<file path="config.mk">
export PLATFORM = sky130hd
export DESIGN_NAME = counter_multimode
export DESIGN_NICKNAME = d
export VERILOG_FILES = /design/src/rtl/counter_multimode.sv
export SDC_FILE = /design/constraint.sdc
export NUM_CORES = 1
export LEC_CHECK = 0
export BUFFER_PORTS_ARGS = -buffer_cell sky130_fd_sc_hd__buf_2
export CAP_MARGIN = 10
export CORE_UTILIZATION = 52
export CTS_CLUSTER_DIAMETER = 150
export CTS_CLUSTER_SIZE = 24
export DETAILED_ROUTE_END_ITERATION = 8
export PLACE_DENSITY = 0.75
export RECOVER_POWER = 100
export SETUP_SLACK_MARGIN = 0.5
export SLEW_MARGIN = 10
export SYNTH_ARGS = -nofsm -noshare
export SYNTH_HDL_FRONTEND = slang
export SYNTH_SLANG_ARGS = --single-unit
</file>
<file path="constraint.sdc">
create_clock -name clk -period 2.6 [get_ports clk]
set_input_delay 0.52 -clock clk [delete_from_list [all_inputs] [get_ports clk]]
set_output_delay 0.52 -clock clk [all_outputs]
set_load 0.1 [all_outputs]
</file>
<file path="src/rtl/counter_multimode.sv">
// Purpose : multi-mode counter (UP / DOWN / UPDOWN ping-pong / ONESHOT) against a runtime modulus.
// Latency : count/dir/done update on the clock edge after enb is sampled; tc and pre_tc are combinational.
// Backpres: none; one step per enabled cycle, cascade by driving the next stage's enb from tc.
//
// Ports
//   clk       in   1      clock, rising edge
//   rst       in   1      asynchronous reset, active low
//   enb       in   1      count enable, one step per cycle when high
//   sync_clr  in   1      synchronous clear, highest priority, ignores enb
//   load      in   1      synchronous parallel load, ignores enb
//   load_val  in   WIDTH  value to load, clamped to max_val
//   max_val   in   WIDTH  runtime modulus; count range is 0..max_val
//   mode      in   2      00 UP, 01 DOWN, 10 UPDOWN, 11 ONESHOT
//   count     out  WIDTH  current count (registered)
//   dir       out  1      current direction, 0 = up, 1 = down (registered)
//   done      out  1      ONESHOT finished, sticky until clear/load/mode change (registered)
//   tc        out  1      enb while the count sits on its terminal value (comb)
//   pre_tc    out  1      count is PRE_TC_DIST steps short of terminal (comb, independent of enb)

module counter_multimode #(
  parameter int WIDTH       = 4,
  parameter int PRE_TC_DIST = 1
) (
  input  logic             clk,
  input  logic             rst,
  input  logic             enb,
  input  logic             sync_clr,
  input  logic             load,
  input  logic [WIDTH-1:0] load_val,
  input  logic [WIDTH-1:0] max_val,
  input  logic [1:0]       mode,
  output logic [WIDTH-1:0] count,
  output logic             dir,
  output logic             done,
  output logic             tc,
  output logic             pre_tc
);

  // ---------------------------------------------------------------------------
  // Elaboration-time parameter sanity
  // ---------------------------------------------------------------------------
  if (WIDTH < 1 || WIDTH > 32) begin : g_bad_width
    $error("counter_multimode: WIDTH must be in 1..32");
  end
  if (PRE_TC_DIST < 0) begin : g_bad_pre_tc_dist
    $error("counter_multimode: PRE_TC_DIST must be non-negative");
  end

  // ---------------------------------------------------------------------------
  // Constants
  // ---------------------------------------------------------------------------
  localparam logic [1:0] MODE_UP      = 2'b00;
  localparam logic [1:0] MODE_DOWN    = 2'b01;
  localparam logic [1:0] MODE_UPDOWN  = 2'b10;
  localparam logic [1:0] MODE_ONESHOT = 2'b11;

  localparam logic [WIDTH-1:0] ONE  = WIDTH'(1);
  localparam logic [WIDTH-1:0] ZERO = '0;

  // The distance is only used once it is known to fit under max_val, so the
  // truncated copy is exact wherever it matters.
  localparam int unsigned      DIST   = PRE_TC_DIST;
  localparam logic [WIDTH-1:0] DIST_W = WIDTH'(PRE_TC_DIST);

  // ---------------------------------------------------------------------------
  // Shared comparisons
  // ---------------------------------------------------------------------------
  logic at_max;     // sitting exactly on the modulus
  logic over_max;   // modulus was lowered underneath the count
  logic at_zero;
  logic max_zero;   // degenerate single-value range

  assign at_max   = (count == max_val);
  assign over_max = (count >  max_val);
  assign at_zero  = (count == ZERO);
  assign max_zero = (max_val == ZERO);

  // pre_tc is suppressed when disabled or when the distance cannot fit in the
  // current range (it would otherwise alias onto an unrelated count value).
  logic pre_en;
  logic pre_up;     // DIST steps below max_val, counting up
  logic pre_down;   // DIST steps above zero, counting down

  assign pre_en   = (DIST != 0) && (32'(max_val) >= DIST);
  assign pre_up   = pre_en && (count == (max_val - DIST_W));
  assign pre_down = pre_en && (count == DIST_W);

  // ---------------------------------------------------------------------------
  // Next-state signals
  // ---------------------------------------------------------------------------
  logic [WIDTH-1:0] count_nxt;
  logic             dir_nxt;
  logic             done_nxt;

  // ---------------------------------------------------------------------------
  // State register
  // ---------------------------------------------------------------------------
  always_ff @(posedge clk or negedge rst) begin
    if (!rst) begin
      count <= '0;
      dir   <= 1'b0;
      done  <= 1'b0;
    end else begin
      count <= count_nxt;
      dir   <= dir_nxt;
      done  <= done_nxt;
    end
  end

  // ---------------------------------------------------------------------------
  // Next-state logic
  // Priority: sync_clr > load > enabled step > hold.
  // ---------------------------------------------------------------------------
  always_comb begin
    count_nxt = count;
    dir_nxt   = dir;
    done_nxt  = done;

    // Direction is implied by the mode everywhere except ping-pong, so it is
    // re-asserted on every edge; this is what realigns dir after a mode change.
    case (mode)
      MODE_UP,
      MODE_ONESHOT: dir_nxt = 1'b0;
      MODE_DOWN:    dir_nxt = 1'b1;
      default:      dir_nxt = dir;
    endcase

    // done only has meaning inside ONESHOT.
    if (mode != MODE_ONESHOT) begin
      done_nxt = 1'b0;
    end

    if (sync_clr) begin
      count_nxt = '0;
      done_nxt  = 1'b0;
      dir_nxt   = (mode == MODE_DOWN);
    end else if (load) begin
      // Clamp so the count <= max_val invariant survives an out-of-range load.
      count_nxt = (load_val > max_val) ? max_val : load_val;
      done_nxt  = 1'b0;
    end else if (enb) begin
      case (mode)
        MODE_UP: begin
          // over_max: modulus dropped below count -> same action as terminal.
          if (at_max || over_max) begin
            count_nxt = '0;
          end else begin
            count_nxt = count + ONE;
          end
        end

        MODE_DOWN: begin
          if (at_zero || over_max) begin
            count_nxt = max_val;
          end else begin
            count_nxt = count - ONE;
          end
        end

        MODE_UPDOWN: begin
          if (max_zero) begin
            // Only one legal value: every step is a turnaround with count pinned.
            count_nxt = '0;
            dir_nxt   = ~dir;
          end else if (over_max) begin
            // Re-enter the range at the top, heading down.
            count_nxt = max_val;
            dir_nxt   = 1'b1;
          end else if (!dir) begin
            if (at_max) begin
              // Turnaround: the peak is shown once, next value is one below it.
              count_nxt = max_val - ONE;
              dir_nxt   = 1'b1;
            end else begin
              count_nxt = count + ONE;
            end
          end else begin
            if (at_zero) begin
              count_nxt = ONE;
              dir_nxt   = 1'b0;
            end else begin
              count_nxt = count - ONE;
            end
          end
        end

        default: begin // MODE_ONESHOT
          // Once done, the counter is frozen until clear, load or mode change.
          if (!done) begin
            if (at_max || over_max) begin
              count_nxt = max_val;
              done_nxt  = 1'b1;
            end else begin
              count_nxt = count + ONE;
            end
          end
        end
      endcase
    end
  end

  // ---------------------------------------------------------------------------
  // Output logic
  // tc is gated by enb so that a chain of stages advances together: stage N+1
  // steps exactly on the cycle stage N wraps.
  // ---------------------------------------------------------------------------
  logic term;
  logic pre;

  always_comb begin
    term = 1'b0;
    pre  = 1'b0;
    case (mode)
      MODE_UP: begin
        term = at_max;
        pre  = pre_up;
      end
      MODE_DOWN: begin
        term = at_zero;
        pre  = pre_down;
      end
      MODE_UPDOWN: begin
        term = dir ? at_zero  : at_max;
        pre  = dir ? pre_down : pre_up;
      end
      default: begin // MODE_ONESHOT
        // Single pulse: suppressed once done has latched.
        term = at_max && !done;
        pre  = pre_up;
      end
    endcase
  end

  assign tc     = enb && term;
  assign pre_tc = pre;

endmodule

</file>
==> metrics, run 1 <==
number of diodes 0; mean instance size in the synthesized netlist around 7.5 sq um; r2r setup slk about 0.28 ns; Total Wirelength approximately 5800 microns; Slew HR 22.8%; total vias in the final route about 1,800; net switching fraction of the power between 50% and 60%; largest fanout on the critical path 8; count of state elements after synthesis 6; Placer Congestion approximately 0.95; commonest cells after routing, fill and taps aside 25 x buf_4, 13 x nand2_1; pin count of the biggest net entering global routing 13; clock transition at the registers of the reported paths roughly 0.040 ns; number of ports placed on the die boundary 23; max-slew violations 0; clock buffer depth 2; vias in the first global route ~1,600; final net count ~270; internal power contribution approximately 440 uW; global routing usage summed across all routing layers approximately two fifths; async set-reset flop share out of synthesis 100%; H-tree levels 1; number of antenna violations at the first check in global routing 0; final antenna-violating net count 0; Cell Rows 18; Die Span Y 54.1 microns; Post-Syn Nets around 220; setup repair after global routing missed its margin yes; grt ovf 0; ys flop type dfrtp_1; sequential power share 14.3%; Final Cycle Share between 90% and 100%; Area growth syn-to-layout 50.4%; fraction of final layout cells sized beyond drive strength 1 approximately 43%; pre-CTS WS about 0.011 ns; number of filler cells placed in the layout 156; Initial Util around 56%; worst-case setup margin in the final layout 0.0626 ns; post-route DRC violation count 0; per-cell via count in the routed design slightly below 7; number of setup violations in the final report 0; die outline area 2920 sq um; Psw approximately 460 uW; PwrDens 421 nW/um^2; number of DRC markers in iteration 0 approximately 130; CTS Buf Count 3; footprint of the multi-input gates approximately 1400 sq um; cell area after synthesis roughly 1400 sq um; clock latency at the later pin of the worst-skew pair between 0.2 and 0.25 ns; HPWL after DPL about 3900 microns; critical path launch point type register; number of hold buffers added after cts 0; power share of the clock group 9.0%; Post-synth EDFFs 0; Achievable Freq slightly below 400 MHz; number of different library cells in the post-synthesis netlist 49; data required time of the worst path roughly 2.1 ns; global-route wire length before repair slightly below 8000 microns; hold violation count in the final report 0; 1st-pass router iterations 5; routed length per instance about 22 microns; Sequential cell area ~170 sq um; nature of the critical path endpoint output port; worst hold path type in -> async; x dimension of the die approximately 54 microns; Fin Clk Skew 0.00130 ns; yosys warns 0; number of violations of the max-capacitance limit 0; cell at the root of the clock tree clkbuf_4; clock tree sinks 6; clock tree from TritonCTS yes; most common cell after layout, fill and taps aside buf_4; class of the most critical setup path reg -> out; Worst Tran Pin Value 1.16 ns; sequential-to-total area share from yosys stat approximately a tenth; number of cells produced by synthesis 187; arrival time of the worst setup path 2.02 ns; total negative slack for setup checks 0 ns; Gate power share 76.7%; worst vdd rail ir drop about 0.00038 V; Core Box Area ~2500 sq um; crit path time final approximately 2.5 ns; Buffers on Ports 22; status completed; leakage dissipation 0.000892 uW
## Yosys cell counts (all sizes together), types with 6 or more instances
cell,number,area (sq um)
o211ai,9,67.6
ha,20,250
nor2b,7,43.8
nor2,11,41.3
inv,15,56.3
nor3,7,35.0
o21ai,7,35.0
nand3,11,55.1
nand2,15,56.3
a21oi,9,56.3
xnor2,6,52.6
dfrtp,6,150
## state kept, by name, indices dropped and copies added (netlist names)
register  cells
dir           1
count         4
done          1
## what timing repair did
action,4_1_cts,5_1_grt
resized for setup,33,24
buffers inserted,9,5
setup endpoints to repair,7,7
pin swaps,19,18
## layer usage
metal	part of all wire, %	GRT usage [%]	vias up
met1	38	48.6	854
met4	3.4	15.0	0
met3	12	7.91	30
met5	0	0	-
met2	47	63.0	141
li1	-	-	814
## power groups by stage
stage	logic, uW	clock network, uW	registers, uW
floorplan	308	0	188
detailed placement	538	0	130
CTS	610	83.4	126
finish	685	80.6	128
global placement	525	0	128
global route	717	87.5	129
## per-stage QoR
stage / cell area (sq um) / util [%] / std cells / hold slack (ns) / total power, uW
4_1_cts: 2020 / 80.0 / 262 / 0.0931 / 820
3_3_place_gp: 1760 / 69.8 / 250 / 0.344 / 653
3_5_place_dp: 1760 / 69.8 / 250 / 0.346 / 668
5_1_grt: 2120 / 84.0 / 267 / 0.171 / 934
2_1_floorplan: 1500 / - / 187 / 0.224 / 496
6_report: 2120 / 84.0 / 267 / 0.143 / 893
## path summary, 6_finish.rpt
check | startpoint | end | depth (start not counted)
max in group asynchronous | rst | count[3] | 1
max reg2reg | count[1] | count[3] | 7
min | rst | count[0] | 1
max | count[3] | tc | 7
min reg2reg | done | done | 2
min in group clk | sync_clr | done | 2
## kinds of logic (layout without fill, tap and decap cells)
family,count (synthesis),count (layout),share of synthesized area [%]
muxes,3,3,2.22
adders and majority gates,20,20,17.8
and+or+nand+nor,71,71,27.4
xor gates and xnor gates,9,9,5.60
DFF,6,6,10.7
AOI/OAI and AO/OA,56,56,29.6
buffers and inverters,22,72,6.75
## worst max-delay path, cell delays in order, from the launching register on
cell and delay [ns]:
dfrtp_4 0.50, buf_4 0.20, nor2_1 0.24, and2_1 0.24, a222oi_1 0.12, o21ai_1 0.15
and2_4 0.17, buf_12 0.16
## cell type report
class                   count  share of cell area [%]
flip-flops and latches      6                    7.79
inverters                  15                    3.13
repair buffers             54                    18.7
multi-input cells         159                    67.5
well taps                  30                    1.77
clock buffers               3                    1.06
Power figures use the tool's default switching activity.
==> run 2: changes to the inputs <==
--- a/config.mk
+++ b/config.mk
@@ -5,13 +5,13 @@
 export SDC_FILE = /design/constraint.sdc
 export NUM_CORES = 1
 export LEC_CHECK = 0
-export BUFFER_PORTS_ARGS = -buffer_cell sky130_fd_sc_hd__buf_2
 export CAP_MARGIN = 10
-export CORE_UTILIZATION = 52
+export CORE_UTILIZATION = 58
 export CTS_CLUSTER_DIAMETER = 150
 export CTS_CLUSTER_SIZE = 24
 export DETAILED_ROUTE_END_ITERATION = 8
-export PLACE_DENSITY = 0.75
+export DONT_BUFFER_PORTS = 1
+export PLACE_DENSITY = 0.74
 export RECOVER_POWER = 100
 export SETUP_SLACK_MARGIN = 0.5
 export SLEW_MARGIN = 10
==> run 2 against run 1 <==
  * Global-route usage is 2.5 points higher
  * Clock skew is 0.011 ns higher
  * Clock power is 17% higher
  * Clock-buffer cell count stayed put
  * Critical path depth is 1 higher
  * Core utilization is 1.2 points lower
  * Critical endpoint is now count[2]
  * Largest power group unchanged
==> metrics, run 2 (synthesis gave the netlist of run 1 again) <==
final net count 251; most common cell after layout, fill and taps aside buf_4; worst vdd rail ir drop about 0.00046 V; Worst Tran Pin Value between 1 and 1.5 ns; setup repair after global routing missed its margin yes; leakage dissipation approximately 0.00078 uW; crit path time final ~2.6 ns; commonest cells after routing, fill and taps aside 17 x buf_4, 12 x nand2_1, 12 x ha_1, 11 x inv_1, 11 x nand3_1; PwrDens between 400 and 500 nW/um^2; vias in the first global route ~1,600; hold violation count in the final report 0; nature of the critical path endpoint register; DR WL met2 2480 microns; Largest Register count; Fin Clk Skew between 0.01 and 0.015 ns; Largest register FFs 4; Area growth syn-to-layout 32.5%; status completed; worst hold path type in -> reg; number of antenna violations at the first check in global routing 0; cell at the root of the clock tree clkbuf_4; 1st-pass router iterations 5; critical path launch point type register; largest registers count x4, dir x1, done x1; clock tree from TritonCTS yes; clock transition at the registers of the reported paths approximately 0.06 ns; number of violations of the max-capacitance limit 0; per-cell via count in the routed design around 7.3; Total Wirelength about 5500 microns; highest layer used for signal routing met4; grt ovf 0; number of DRC markers in iteration 0 approximately 140; number of diodes 0; arrival time of the worst setup path about 2.7 ns; x dimension of the die about 51 microns; largest fanout on the critical path 6; clock latency at the later pin of the worst-skew pair about 0.26 ns; final antenna-violating net count 0; Die Span Y between 50 and 60 microns; max-slew violations 0; HPWL after DPL approximately 3600 microns; Overall Power around 840 uW; H-tree levels 1; Placer Congestion a little over 1; Slew HR a little under a quarter; data required time of the worst path approximately 2.8 ns; pin count of the biggest net entering global routing 13; number of ports placed on the die boundary 23; total negative slack for setup checks 0 ns; post-route DRC violation count 0; clock buffer depth 2; fraction of final layout cells sized beyond drive strength 1 between 30% and 40%; routed length per instance 22.5 microns; Achievable Freq 392 MHz; Initial Util a little over three fifths; total routed wire length on the met1 layer roughly 2100 microns; CTS Buf Count 3; total vias in the final route about 1,800; class of the most critical setup path reg -> reg; Buffers on Ports 0; Core Box Area approximately 2300 sq um; Cell Rows 17; die outline area 2630 sq um; Final Cycle Share between 90% and 100%; number of setup violations in the final report 0; clock tree sinks 6; amount of wire on met3 after detailed routing approximately 660 microns; global-route wire length before repair between 7000 and 8000 microns; global routing usage summed across all routing layers slightly above 40%
==> run 2: repair_timing <==
action,4_1_cts,5_1_grt
pin swaps,16,16
setup endpoints to repair,7,8
hold endpoints to repair,6,0
gates cloned,0,0
setup buffers,12,2
hold buffers,1,0
resized for setup,20,15
==> run 2: metrics by stage <==
stage	utilization (%)	area [sq um]	setup WS, ns	hold WS, ns	cells
after floorplan	-	1500	0.206	0.224	187
after global placement	71.7	1620	0.210	0.225	224
after detailed placement	71.7	1620	0.171	0.225	224
after CTS	81.4	1830	0.115	0.334	240
after global routing	82.8	1870	-0.0330	0.327	242
final	82.8	1870	0.0487	0.334	242
==> run 2: layout make-up <==
| class | count | area, sq um |
|---|---|---|
| Multi-Input combinational cell | 159 | 1330 |
| Fill cell | 136 | 388 |
| Timing Repair Buffer | 31 | 245 |
| Inverter | 15 | 65.1 |
| Tap cell | 28 | 35.0 |
| Clock buffer | 3 | 22.5 |
| Sequential cell | 6 | 165 |
==> run 2: power breakdown <==
part	switching [uW]	leakage, uW	internal [uW]
sequential	19.5	0.0000699	107
clock	41.7	0.0000138	52.8
combinational	371	0.000692	246
total	432	0.000776	405
==> run 2: path summary, 6_finish.rpt <==
kind / from / to / slack, ns / depth (start not counted)
worst max-delay path: count[1] / count[2] / 0.05 / 8
worst min-delay path: load / done / 0.33 / 1
worst max register to register: count[1] / count[2] / 0.05 / 8
worst min register to register: done / done / 0.68 / 2
max in group asynchronous: rst / done / 1.76 / 1
min in group asynchronous: rst / count[0] / 0.58 / 1
==> run 2: worst max-delay path, cell delays in order (launching register included) <==
cell and delay (ns):
dfrtp_4 0.51, clkbuf_2 0.16, clkbuf_2 0.43, ha_1 0.37, xor2_1 0.32, a31oi_1 0.15, nand3_1 0.13, o211ai_1 0.13
a32oi_1 0.23
==> run 2: routing by layer <==
layer / up-vias / GRT usage, %
met5: - / 0
met4: 0 / 16.2
met3: 37 / 10.1
met2: 144 / 65.8
met1: 819 / 52.0
li1: 764 / -
==> run 3: changes to the inputs <==
--- a/config.mk
+++ b/config.mk
@@ -5,13 +5,14 @@
 export SDC_FILE = /design/constraint.sdc
 export NUM_CORES = 1
 export LEC_CHECK = 0
+export ABC_AREA = 1
 export CAP_MARGIN = 10
-export CORE_UTILIZATION = 58
+export CORE_UTILIZATION = 55
 export CTS_CLUSTER_DIAMETER = 150
 export CTS_CLUSTER_SIZE = 24
 export DETAILED_ROUTE_END_ITERATION = 8
 export DONT_BUFFER_PORTS = 1
-export PLACE_DENSITY = 0.74
+export PLACE_DENSITY = 0.71
 export RECOVER_POWER = 100
 export SETUP_SLACK_MARGIN = 0.5
 export SLEW_MARGIN = 10
==> run 3 against run 2 <==
  * Register-to-register slack better by 0.14 ns
  * Wire length shrank 11%
  * Global-route usage down 2.4 points
  * Worst hold slack improved by 0.068 ns
  * Largest cell class unchanged
==> metrics, run 3 <==
pin count of the biggest net entering global routing 11; setup repair after global routing missed its margin yes; 1st-pass router iterations 5; CTS Buf Count 3; worst hold path type in -> reg; Largest register FFs 4; post-layout instance area ~1700 sq um; total routed wire length on the met1 layer around 2000 microns; Hold Path Stages 1; sequential power share about 15%; Slew HR between 15 and 20%; Psw between 400 and 500 uW; vias in the first global route around 1,700; beginning of the worst register-to-register path count[1]; Total Wirelength about 4800 microns; most common cell after layout, fill and taps aside nand2_1; worst vdd rail ir drop ~0.00048 V; clock latency at the later pin of the worst-skew pair approximately 0.24 ns; number of different library cells in the post-synthesis netlist 30; number of setup violations in the final report 0; Buffers on Ports 0; Post-Syn Nets approximately 280; data required time of the worst path around 2.1 ns; x dimension of the die between 50 and 60 microns; number of cells produced by synthesis about 240; HPWL after DPL around 3600 microns; most frequent cell after synthesis nand2_1; r2r setup slk approximately 0.19 ns; cell area after placement 1590 sq um; max-slew violations 0; top cells by count, synth 73 x nand2_1, 36 x inv_1, 29 x nand3_1; net switching fraction of the power between 50% and 60%; clock transition at the registers of the reported paths roughly 0.05 ns; clock buffer depth 2; Critical-path top delay cell dfrtp_4; largest registers count x4, dir x1, done x1; count of state elements after synthesis 6; nature of the critical path endpoint output port; H-tree levels 1; number of violations of the max-capacitance limit 0; grt ovf 0; async set-reset flop share out of synthesis 100%; internal power contribution around 350 uW; Fin Clk Skew roughly 0.0027 ns; post-route DRC violation count 0; length in cells of the worst reg-to-reg path 16; arrival time of the worst setup path between 1.5 and 2 ns; number of filler cells placed in the layout ~230; sequential-to-total area share from yosys stat 10.6%; DR WL met2 approximately 2400 microns; number of DRC markers in iteration 0 73; yosys warns 0; Gate power share about three quarters; Worst Tran Pin Value 1.22 ns; number of antenna violations at the first check in global routing 0; total vias in the final route between 1,500 and 2,000; Achievable Freq around 400 MHz; Initial Util ~58%; Cell Chain, Critical Path ha_1 > nand2_4 > nor2_4 > nand2_2 > a21oi_2 > o311a_4; largest fanout on the critical path 4; final net count ~300; top cell type by total area after synthesis nand2_1; Final Cycle Share between 90% and 100%; global-route wire length before repair ~7600 microns; top cell type's share of synthesized area between 10% and 20%; hold_sp sync_clr; cell area after synthesis roughly 1400 sq um; biggest area contributors in the synthesized netlist nand2_1 19%, ha_1 18%, dfrtp_1 11%; Placer Congestion a little under 1; number of ports placed on the die boundary 23; worst min-delay path endpoint dir; leakage dissipation a little over 0.0009 uW; mean instance size in the synthesized netlist just under 6 sq um; Largest Register count; critical path launch point type register; hold violation count in the final report 0; clock tree sinks 6; ys flop type dfrtp_1; routed length per instance between 15 and 20 microns; Cell Rows 18; Core Box Area approximately 2500 sq um; cell at the root of the clock tree clkbuf_4; final antenna-violating net count 0; Die Span Y between 50 and 60 microns; pre-CTS WS 0.180 ns; highest layer used for signal routing met4; per-cell via count in the routed design 5.86; number of diodes 0; clock tree from TritonCTS yes; class of the most critical setup path reg -> out; Post-synth EDFFs 0; status completed; PwrDens around 460 nW/um^2; fraction of final layout cells sized beyond drive strength 1 20.3%; crit path time final around 2.5 ns; worst-case setup margin in the final layout 0.126 ns; global routing usage summed across all routing layers 38.5%; capturing point of the worst reg2reg path count[2]; power share of the clock group a little under an eighth; amount of wire on met3 after detailed routing between 300 and 400 microns; commonest cells after routing, fill and taps aside 69 x nand2_1, 32 x inv_1, 27 x nand3_1, 18 x nor2_1, 18 x ha_1; die outline area 2780 sq um; Area growth syn-to-layout 23.3%; highest cell delay on the worst timing path 0.52 ns
## run 3: final cells by class
| cell class | instances | area, sq um | share of cell area (%) |
|---|---|---|---|
| sequential | 6 | 164 | 9.38 |
| timing repair buffer | 20 | 153 | 8.73 |
| multi-input combinational | 196 | 1210 | 69.1 |
| inverter | 40 | 159 | 9.09 |
| tap | 30 | 37.5 | 2.15 |
| clock buffer | 4 | 26.3 | 1.50 |
## run 3: critical path, delay by kind of cell (launching register included)
kind	cells	cell delay (ns)
AO/OA/AOI/OAI	2	0.56
adder cells (fa/ha/maj)	1	0.35
flip-flops	1	0.52
AND/OR/NAND/NOR	3	0.28
## run 3: repair_timing
action | in CTS | in global routing
pin swaps | 3 | 8
hold buffers | 1 | 0
resized for setup | 10 | 8
gates cloned | 0 | 1
endpoints found under the hold margin | 6 | 0
buffers inserted | 6 | 2
setup endpoints to repair | 3 | 6
## run 3: how the worst max path moves through the flow
stage | from | end | slack, ns | depth (start not counted)
finish | count[1] | tc | 0.13 | 6
global route | count[1] | tc | 0.08 | 6
CTS | count[3] | tc | 0.22 | 6
detailed placement | max_val[3] | tc | 0.18 | 7
global placement | max_val[1] | tc | 0.22 | 7
floorplan | max_val[1] | pre_tc | -0.1 | 8
## run 3: power by group through the flow
stage / Clock [uW] / Sequential, uW / Combinational, uW
2_1_floorplan: 0 / 197 / 339
3_3_place_gp: 0 / 124 / 509
3_5_place_dp: 0 / 125 / 523
4_1_cts: 98.4 / 121 / 558
5_1_grt: 105 / 124 / 637
6_report: 92.2 / 124 / 592
## run 3: routing by layer
metal / global-route usage, % / vias up
li1: - / 836
met1: 46.6 / 795
met2: 66.5 / 94
met3: 4.93 / 10
met4: 18.0 / 0
met5: 0 / -
## run 3: logic make-up after synthesis
family	share of synthesized area [%]
adders and majority gates	17.7
buffers and inverters	12.2
and+or+nand+nor	42.1
AOI/OAI and AO/OA	15.0
xor gates and xnor gates	2.47
DFF	10.6
## run 3: per-stage QoR
step	instances	total power (uW)	hold WS (ns)	utilization, %	setup TNS (ns)
floorplan	243	536	0.224	-	-0.0970
global route	296	866	0.379	71.2	0
CTS	293	778	0.391	70.1	0
global placement	282	633	0.225	64.9	0
detailed placement	282	647	0.225	64.9	0
finish	296	808	0.402	71.2	0
